$ cat src/rtl/rx_medidas_7e1_if.sv
// ---------------------------------------------------------------------------
// rx_medidas_7e1_if
//   Bundles the serial input line and the measurement outputs of the
//   rx_medidas_7e1 frame receiver.
//
//   Signals
//     RX        serial 7E1 line, idle high (driven by the line side)
//     medida1-3 last valid BCD distance per sensor, {hundreds, tens, units}
//     pronto    one-cycle pulse, a complete valid frame updated medida1..3
//     erro      one-cycle pulse, character or frame format error
//     db_estado frame parser state, for debug (0 = SYNC)
//
//   Modports
//     master  receiver side: consumes RX, drives the results
//     slave   line/consumer side: drives RX, reads the results
// ---------------------------------------------------------------------------
interface rx_medidas_7e1_if;
  logic        RX;
  logic [11:0] medida1;
  logic [11:0] medida2;
  logic [11:0] medida3;
  logic        pronto;
  logic        erro;
  logic [3:0]  db_estado;

  modport master (
    input  RX,
    output medida1, medida2, medida3, pronto, erro, db_estado
  );

  modport slave (
    output RX,
    input  medida1, medida2, medida3, pronto, erro, db_estado
  );
endinterface

$ cat src/rtl/rx_medidas_7e1.sv
// ---------------------------------------------------------------------------
// rx_medidas_7e1
//   Receives 7E1 serial characters and parses 12-character measurement
//   frames "ddd#ddd#ddd#" (three BCD distances, one per sensor). A complete
//   valid frame updates medida1..3 together and pulses pronto; a bad
//   character, bad format, framing error or a mid-frame idle gap pulses erro
//   and drops the frame.
//
//   Parameters
//     BAUD_DIV  clock cycles per serial bit
//     GAP_BITS  idle bit-times that resynchronise the frame parser
//
//   Ports
//     clock     rising-edge clock
//     reset     synchronous, active-low reset
//     bus       rx_medidas_7e1_if.master (RX in; medida1..3, pronto, erro,
//               db_estado out)
//
//   Configuration
//     PARITY_CHECK_EN  when defined, a received parity bit that does not
//                      match even parity over the 7 data bits is treated as
//                      a character error. When undefined, the parity bit is
//                      sampled and discarded.
// ---------------------------------------------------------------------------
module rx_medidas_7e1 #(
  parameter int BAUD_DIV = 434,
  parameter int GAP_BITS = 20
) (
  input  logic              clock,
  input  logic              reset,
  rx_medidas_7e1_if.master  bus
);

  localparam int HALF_DIV = BAUD_DIV / 2;
  localparam int GAP_LEN  = GAP_BITS * BAUD_DIV;
  localparam int CNT_W    = $clog2(BAUD_DIV + 1);
  localparam int GAP_W    = $clog2(GAP_LEN + 1);

  // -------------------------------------------------------------------------
  // Input synchroniser and edge history
  // -------------------------------------------------------------------------
  logic rx_s1_q, rx_s2_q, rx_prev_q;
  logic rx_sync;

  assign rx_sync = rx_s2_q;

  // Reset to the idle level so that leaving reset never looks like a start edge.
  always_ff @(posedge clock) begin
    if (!reset) begin
      rx_s1_q   <= 1'b1;
      rx_s2_q   <= 1'b1;
      rx_prev_q <= 1'b1;
    end else begin
      rx_s1_q   <= bus.RX;
      rx_s2_q   <= rx_s1_q;
      rx_prev_q <= rx_s2_q;
    end
  end

  // -------------------------------------------------------------------------
  // Character receiver
  //   bit_idx 0 = start re-check, 1..7 = data LSB first, 8 = parity, 9 = stop
  // -------------------------------------------------------------------------
  typedef enum logic {
    RX_IDLE = 1'b0,
    RX_BUSY = 1'b1
  } rx_state_t;

  rx_state_t        rx_state_q, rx_state_d;
  logic [CNT_W-1:0] baud_cnt_q, baud_cnt_d;
  logic [3:0]       bit_idx_q,  bit_idx_d;
  logic [6:0]       data_q,     data_d;
  logic             char_done;
  logic             char_err;
  logic             par_err;

`ifdef PARITY_CHECK_EN
  logic par_q, par_d;
  assign par_err = (par_q != (^data_q));
`else
  assign par_err = 1'b0;
`endif

  always_comb begin
    rx_state_d = rx_state_q;
    baud_cnt_d = baud_cnt_q;
    bit_idx_d  = bit_idx_q;
    data_d     = data_q;
`ifdef PARITY_CHECK_EN
    par_d      = par_q;
`endif
    char_done  = 1'b0;
    char_err   = 1'b0;

    case (rx_state_q)
      RX_IDLE: begin
        if (rx_prev_q && !rx_sync) begin
          rx_state_d = RX_BUSY;
          baud_cnt_d = CNT_W'(HALF_DIV - 1);
          bit_idx_d  = 4'd0;
        end
      end

      RX_BUSY: begin
        if (baud_cnt_q != '0) begin
          baud_cnt_d = baud_cnt_q - CNT_W'(1);
        end else begin
          baud_cnt_d = CNT_W'(BAUD_DIV - 1);
          bit_idx_d  = bit_idx_q + 4'd1;
          if (bit_idx_q == 4'd0) begin
            // Glitch rejection: a start bit that is high again at mid-bit is dropped.
            if (rx_sync) rx_state_d = RX_IDLE;
          end else if (bit_idx_q <= 4'd7) begin
            data_d = {rx_sync, data_q[6:1]};
          end else if (bit_idx_q == 4'd8) begin
`ifdef PARITY_CHECK_EN
            par_d = rx_sync;
`endif
          end else begin
            // Stop sample: return to idle at once so a start edge on the very
            // next cycle is caught by the edge detector.
            rx_state_d = RX_IDLE;
            char_done  = 1'b1;
            char_err   = !rx_sync || par_err;
          end
        end
      end

      default: rx_state_d = RX_IDLE;
    endcase
  end

  always_ff @(posedge clock) begin
    if (!reset) begin
      rx_state_q <= RX_IDLE;
      baud_cnt_q <= '0;
      bit_idx_q  <= '0;
      data_q     <= '0;
`ifdef PARITY_CHECK_EN
      par_q      <= 1'b0;
`endif
    end else begin
      rx_state_q <= rx_state_d;
      baud_cnt_q <= baud_cnt_d;
      bit_idx_q  <= bit_idx_d;
      data_q     <= data_d;
`ifdef PARITY_CHECK_EN
      par_q      <= par_d;
`endif
    end
  end

  // -------------------------------------------------------------------------
  // Idle-gap detector: one pulse after GAP_LEN consecutive high cycles,
  // then holds until the line goes low again.
  // -------------------------------------------------------------------------
  logic [GAP_W-1:0] gap_cnt_q, gap_cnt_d;
  logic             gap_evt;

  always_comb begin
    gap_cnt_d = gap_cnt_q;
    gap_evt   = 1'b0;
    if (!rx_sync) begin
      gap_cnt_d = '0;
    end else if (gap_cnt_q != GAP_W'(GAP_LEN)) begin
      gap_cnt_d = gap_cnt_q + GAP_W'(1);
      if (gap_cnt_q == GAP_W'(GAP_LEN - 1)) gap_evt = 1'b1;
    end
  end

  always_ff @(posedge clock) begin
    if (!reset) gap_cnt_q <= '0;
    else        gap_cnt_q <= gap_cnt_d;
  end

  // -------------------------------------------------------------------------
  // Frame parser
  // -------------------------------------------------------------------------
  typedef enum logic [3:0] {
    P_SYNC = 4'd0,
    P_DIG0 = 4'd1,
    P_DIG1 = 4'd2,
    P_DIG2 = 4'd3,
    P_HASH = 4'd4
  } p_state_t;

  p_state_t    p_state_q, p_state_d;
  logic [1:0]  sensor_q,  sensor_d;
  logic [11:0] shadow_q [3];
  logic [11:0] shadow_d [3];
  logic [11:0] medida1_q, medida1_d;
  logic [11:0] medida2_q, medida2_d;
  logic [11:0] medida3_q, medida3_d;
  logic        pronto_q,  pronto_d;
  logic        erro_q,    erro_d;
  logic        is_digit;
  logic        is_hash;

  assign is_digit = (data_q[6:4] == 3'b011) && (data_q[3:0] <= 4'd9);
  assign is_hash  = (data_q == 7'h23);

  always_comb begin
    p_state_d = p_state_q;
    sensor_d  = sensor_q;
    shadow_d  = shadow_q;
    medida1_d = medida1_q;
    medida2_d = medida2_q;
    medida3_d = medida3_q;
    pronto_d  = 1'b0;
    erro_d    = 1'b0;

    if (char_done) begin
      // Characters (good or bad) are ignored entirely while unsynchronised.
      if (p_state_q != P_SYNC) begin
        if (char_err) begin
          erro_d    = 1'b1;
          p_state_d = P_SYNC;
        end else begin
          case (p_state_q)
            P_DIG0: begin
              if (is_digit) begin
                shadow_d[sensor_q][11:8] = data_q[3:0];
                p_state_d = P_DIG1;
              end else begin
                erro_d    = 1'b1;
                p_state_d = P_SYNC;
              end
            end
            P_DIG1: begin
              if (is_digit) begin
                shadow_d[sensor_q][7:4] = data_q[3:0];
                p_state_d = P_DIG2;
              end else begin
                erro_d    = 1'b1;
                p_state_d = P_SYNC;
              end
            end
            P_DIG2: begin
              if (is_digit) begin
                shadow_d[sensor_q][3:0] = data_q[3:0];
                p_state_d = P_HASH;
              end else begin
                erro_d    = 1'b1;
                p_state_d = P_SYNC;
              end
            end
            P_HASH: begin
              if (is_hash) begin
                p_state_d = P_DIG0;
                if (sensor_q == 2'd2) begin
                  // Publish all three readings atomically.
                  medida1_d = shadow_q[0];
                  medida2_d = shadow_q[1];
                  medida3_d = shadow_q[2];
                  pronto_d  = 1'b1;
                  sensor_d  = 2'd0;
                end else begin
                  sensor_d = sensor_q + 2'd1;
                end
              end else begin
                erro_d    = 1'b1;
                p_state_d = P_SYNC;
              end
            end
            default: p_state_d = P_SYNC;
          endcase
        end
      end
    end else if (gap_evt) begin
      if (p_state_q == P_SYNC) begin
        p_state_d = P_DIG0;
        sensor_d  = 2'd0;
      end else if (!((p_state_q == P_DIG0) && (sensor_q == 2'd0))) begin
        // Line went idle part-way through a frame.
        erro_d    = 1'b1;
        p_state_d = P_DIG0;
        sensor_d  = 2'd0;
      end
    end

    if (erro_d) pronto_d = 1'b0;
  end

  always_ff @(posedge clock) begin
    if (!reset) begin
      p_state_q <= P_SYNC;
      sensor_q  <= '0;
      for (int i = 0; i < 3; i++) shadow_q[i] <= '0;
      medida1_q <= '0;
      medida2_q <= '0;
      medida3_q <= '0;
      pronto_q  <= 1'b0;
      erro_q    <= 1'b0;
    end else begin
      p_state_q <= p_state_d;
      sensor_q  <= sensor_d;
      for (int i = 0; i < 3; i++) shadow_q[i] <= shadow_d[i];
      medida1_q <= medida1_d;
      medida2_q <= medida2_d;
      medida3_q <= medida3_d;
      pronto_q  <= pronto_d;
      erro_q    <= erro_d;
    end
  end

  assign bus.medida1   = medida1_q;
  assign bus.medida2   = medida2_q;
  assign bus.medida3   = medida3_q;
  assign bus.pronto    = pronto_q;
  assign bus.erro      = erro_q;
  assign bus.db_estado = p_state_q;

endmodule
$ cat src/flat_wrapper.sv
// flat-port wrapper written by rule: the top's interface ports become plain ports
module rx_medidas_7e1_flat 
#(
  parameter int BAUD_DIV = 434,
  parameter int GAP_BITS = 20
)
  (clock, reset, bus_RX, bus_medida1, bus_medida2, bus_medida3, bus_pronto, bus_erro, bus_db_estado);
  rx_medidas_7e1_if bus_i ();
  input  logic clock;
  input  logic reset;
  input wire logic [$bits(bus_i.RX)-1:0] bus_RX;
  output wire logic [$bits(bus_i.medida1)-1:0] bus_medida1;
  output wire logic [$bits(bus_i.medida2)-1:0] bus_medida2;
  output wire logic [$bits(bus_i.medida3)-1:0] bus_medida3;
  output wire logic [$bits(bus_i.pronto)-1:0] bus_pronto;
  output wire logic [$bits(bus_i.erro)-1:0] bus_erro;
  output wire logic [$bits(bus_i.db_estado)-1:0] bus_db_estado;
  assign bus_i.RX = bus_RX;
  assign bus_medida1 = bus_i.medida1;
  assign bus_medida2 = bus_i.medida2;
  assign bus_medida3 = bus_i.medida3;
  assign bus_pronto = bus_i.pronto;
  assign bus_erro = bus_i.erro;
  assign bus_db_estado = bus_i.db_estado;
  rx_medidas_7e1 #(.BAUD_DIV(BAUD_DIV), .GAP_BITS(GAP_BITS)) u_core (.clock(clock), .reset(reset), .bus(bus_i));
endmodule
$ cat config.mk
export PLATFORM = sky130hd
export DESIGN_NAME = rx_medidas_7e1_flat
export DESIGN_NICKNAME = d
export VERILOG_FILES = /design/src/rtl/rx_medidas_7e1_if.sv /design/src/rtl/rx_medidas_7e1.sv /design/src/flat_wrapper.sv
export SDC_FILE = /design/constraint.sdc
export NUM_CORES = 1
export LEC_CHECK = 0
export BUFFER_PORTS_ARGS = -buffer_cell sky130_fd_sc_hd__buf_2
export CAP_MARGIN = 20
export CORE_AREA = 2 2 96 98
export CTS_CLUSTER_SIZE = 40
export DETAILED_ROUTE_END_ITERATION = 10
export DIE_AREA = 0 0 98 100
export PLACE_DENSITY = 0.83
export SLEW_MARGIN = 20
export SYNTH_ARGS = -nofsm -noshare
export SYNTH_HDL_FRONTEND = slang
export SYNTH_SLANG_ARGS = --single-unit
export TNS_END_PERCENT = 5
$ cat constraint.sdc
create_clock -name clock -period 5.4 [get_ports clock]
set_input_delay 1.35 -clock clock [delete_from_list [all_inputs] [get_ports clock]]
set_output_delay 1.35 -clock clock [all_outputs]
set_load 0.01 [all_outputs]
==> flow_summary.yaml <==
global_route:
  grt_max_degree: 44
  use_met3_pct: 5.223
  first_global_vias: 4050
  track_usage_pct: 23.98
  grt.met2_usage_pct: 41.25
  use_met1_pct: 29.47
  grt_overflow: 0
  grt-busiest-layer: "met2"
  grt_pass1_wl_um: 19120
  antenna_found_initial: 0
worst_setup_path:
  cp.required_ns: 5.78
  crit_buf_inv: 1
  start_kind: "flop"
  critPathCaptureType: "flop"
  r2r_end: "u_core.bus.medida1[11]$_SDFFE_PN0P_"
  critPathMaxStageDelay_ns: 0.92
  worstPathArrival_ns: 3.14
  endpoint: "u_core.bus.medida1[11]$_SDFFE_PN0P_"
  rr_worst_depth: 7
  cp-startpoint: "u_core.baud_cnt_q[0]$_SDFFE_PN0P_"
  crit_path_top_delay_cell: "or3_2"
  reg2reg_from: "u_core.baud_cnt_q[0]$_SDFFE_PN0P_"
  crit_family: "simple AND/OR/NAND/NOR gates"
  path_max_fanout: 36
  path_cells: "inv_1 -> ha_1 -> nor4b_4 -> nand4_4 -> or3_2 -> nand2_1 -> a21oi_1"
  ff2ff_setup_slack_ns: 2.64
  crit_cells: 7
  crit_type: "flop to flop"
floorplanning:
  row_count: 35
  pin_count: 45
  initial_core_util_pct: 57.49
  die_x_um: 98
  dieArea_um2: 9800
  chipHeight_um: 100
  coreArea_um2: 8890
status:
  status: "complete, no violations"
sta:
  slew_headroom_pct: 41.64
  finalCritPeriodShare_pct: 51.19
  setup_viol: 0
  fin_skew_ns: 0.01431
  hold_viol: 0
  rsz0062_at_grt: "false"
  holdWs_ns: 0.4205
  fin_tns_setup_ns: 0
  drv_slew: 0
  max_freq_mhz: 361.8
  max_slew.worst_pin.slew_ns: 0.8742
  finalCriticalPeriod_ns: 2.764
clock_network:
  cts_sinks: 117
  cts_tree: "built"
  h-tree-depth: 4
  ctsHoldBuffers: 0
  cts_made_buffers: 17
  root_buffer: "clkbuf_8"
  clk_pin_slew_ns: 0.06
  ctsResizeCount: 0
  clock_latency_ns: 0.52
  cts_buffer_depth: 2
  postCtsSetupRepairBufs: 0
logic_synthesis:
  synth-edff-count: 0
  syn_avg_cell_area_um2: 9.127
  ys_ff_latch: 117
  syn_nets: 569
  synthMostInstantiatedCell: "dfxtp_1"
  ys_types: 54
  netlist_area_um2: 5111
  synthTopCellsByCount: "117 x dfxtp_1, 106 x nand2_1, 64 x nor2_1"
  synth.top_cell.area_share_pct: 45.83
  ys_seq_area_share_pct: 45.83
  synth_area_leader_cell: "dfxtp_1"
  netlist_instances: 560
  ys_dominant_reg_cell: "dfxtp_1"
  yosys_warnings: 0
  ys_top_cells_by_area: "dfxtp_1 46%, mux2i_1 8.6%, nand2_1 7.8%"
  async_reset_ff_share_pct: 0
detailed_routing:
  via_count: 4129
  first_pass_iters: 5
  drtIter0Drc: 201
  wl_per_cell_um: 15.64
  drc: 0
  viasPerCell: 5.759
  routed_wl_um: 11210
  ant_nets: 0
power_and_ir_drop:
  powerDensity_nw_per_um2: 354.7
  total_power_mw: 2.103
  vdd_drop_max_mv: 0.2418
  p_leak_nw: 2.220
cells_and_area:
  diodes: 0
  fin_area_um2: 5928
  nets: 603
  drive_above_1_share_pct: 22.11
  syn_to_final_growth_pct: 15.99
  fin_util_pct: 66.69
job:
  cap_violations: 0
placed_design:
  hpwl_um: 7042
  port_buffers: 43
  placed_cell_area_um2: 5336
  gp_congestion: 0.8436
worst_hold_path:
  hold_path.class: "flop to flop"
==> per-stage QoR <==
stage,setup slack (ns),instances
floorplan,3.103,560
global placement,2.310,686
detailed placement,2.227,686
CTS,2.637,717
global route,2.529,717
finish,2.636,717
==> where the power goes <==
group	switching, mW	internal [mW]	total [mW]
registers	0.0174	0.873	0.891
clock network	0.415	0.705	1.12
logic	0.0609	0.0304	0.0912
total	0.494	1.61	2.10
==> final cells by class <==
class                           count  area [um2]
Inverter                           11       41.29
Timing Repair Buffer               45       230.2
Sequential cell                   117        2342
Clock inverter                     14       177.7
Tap cell                          111       138.9
Multi-Input combinational cell    402        2584
Clock buffer                       17       414.1
Fill cell                         683        2962
==> worst min-delay path by stage <==
stage | cells past startpoint | slack, ns | endpoint | from
after floorplan | 1 | 0.39 | u_core.rx_s2_q$_SDFF_PN1_ | u_core.rx_s1_q$_SDFF_PN1_
after global placement | 1 | 0.40 | u_core.rx_s2_q$_SDFF_PN1_ | u_core.rx_s1_q$_SDFF_PN1_
after detailed placement | 1 | 0.40 | u_core.rx_s2_q$_SDFF_PN1_ | u_core.rx_s1_q$_SDFF_PN1_
after CTS | 1 | 0.43 | u_core.rx_s2_q$_SDFF_PN1_ | u_core.rx_s1_q$_SDFF_PN1_
after global routing | 1 | 0.45 | u_core.rx_s2_q$_SDFF_PN1_ | u_core.rx_s1_q$_SDFF_PN1_
final | 1 | 0.42 | u_core.rx_s2_q$_SDFF_PN1_ | u_core.rx_s1_q$_SDFF_PN1_
==> cell families (layout without fill, tap and decap cells) <==
logic type                 after synthesis  after routing  synth area share [%]
AOI/OAI and AO/OA                       80             80                 11.11
xor gates and xnor gates                11             11                 1.885
adders and majority gates                6              6                 1.469
buffers and inverters                   41             87                 3.648
DFF                                    117            117                 45.83
muxes                                   44             44                 8.617
other                                    1              1               0.07337
and+or+nand+nor                        260            260                 27.37
==> worst reg2reg max path: stages (launching register included) <==
cell,delay [ns]
dfxtp_1,0.34
inv_1,0.09
ha_1,0.18
nor4b_4,0.42
nand4_4,0.36
or3_2,0.92
nand2_1,0.22
a21oi_1,0.10
==> metal layers <==
metal / up-vias / wire length [um]
met5: - / 0
met4: 0 / 233
met3: 25 / 463
met2: 121 / 5520
met1: 1999 / 4992
li1: 1984 / -
==> cells in the final DEF (no fill, tap or decap), drive strengths merged, types with 3 or more instances in the layout <==
cell type	count
dfxtp	117
nand2	109
nor2	67
a21oi	55
buf	45
mux2i	44
clkbuf	17
nand3	14
inv	14
nor4	14
nor3	10
o21ai	8
nand2b	8
xor2	8
clkinv	7
ha	6
nand4	6
or3	6
and3	4
nor3b	3
a311o	3
xnor2	3
a31oi	3
bufinv	3
(Power assumes the default switching activity.)
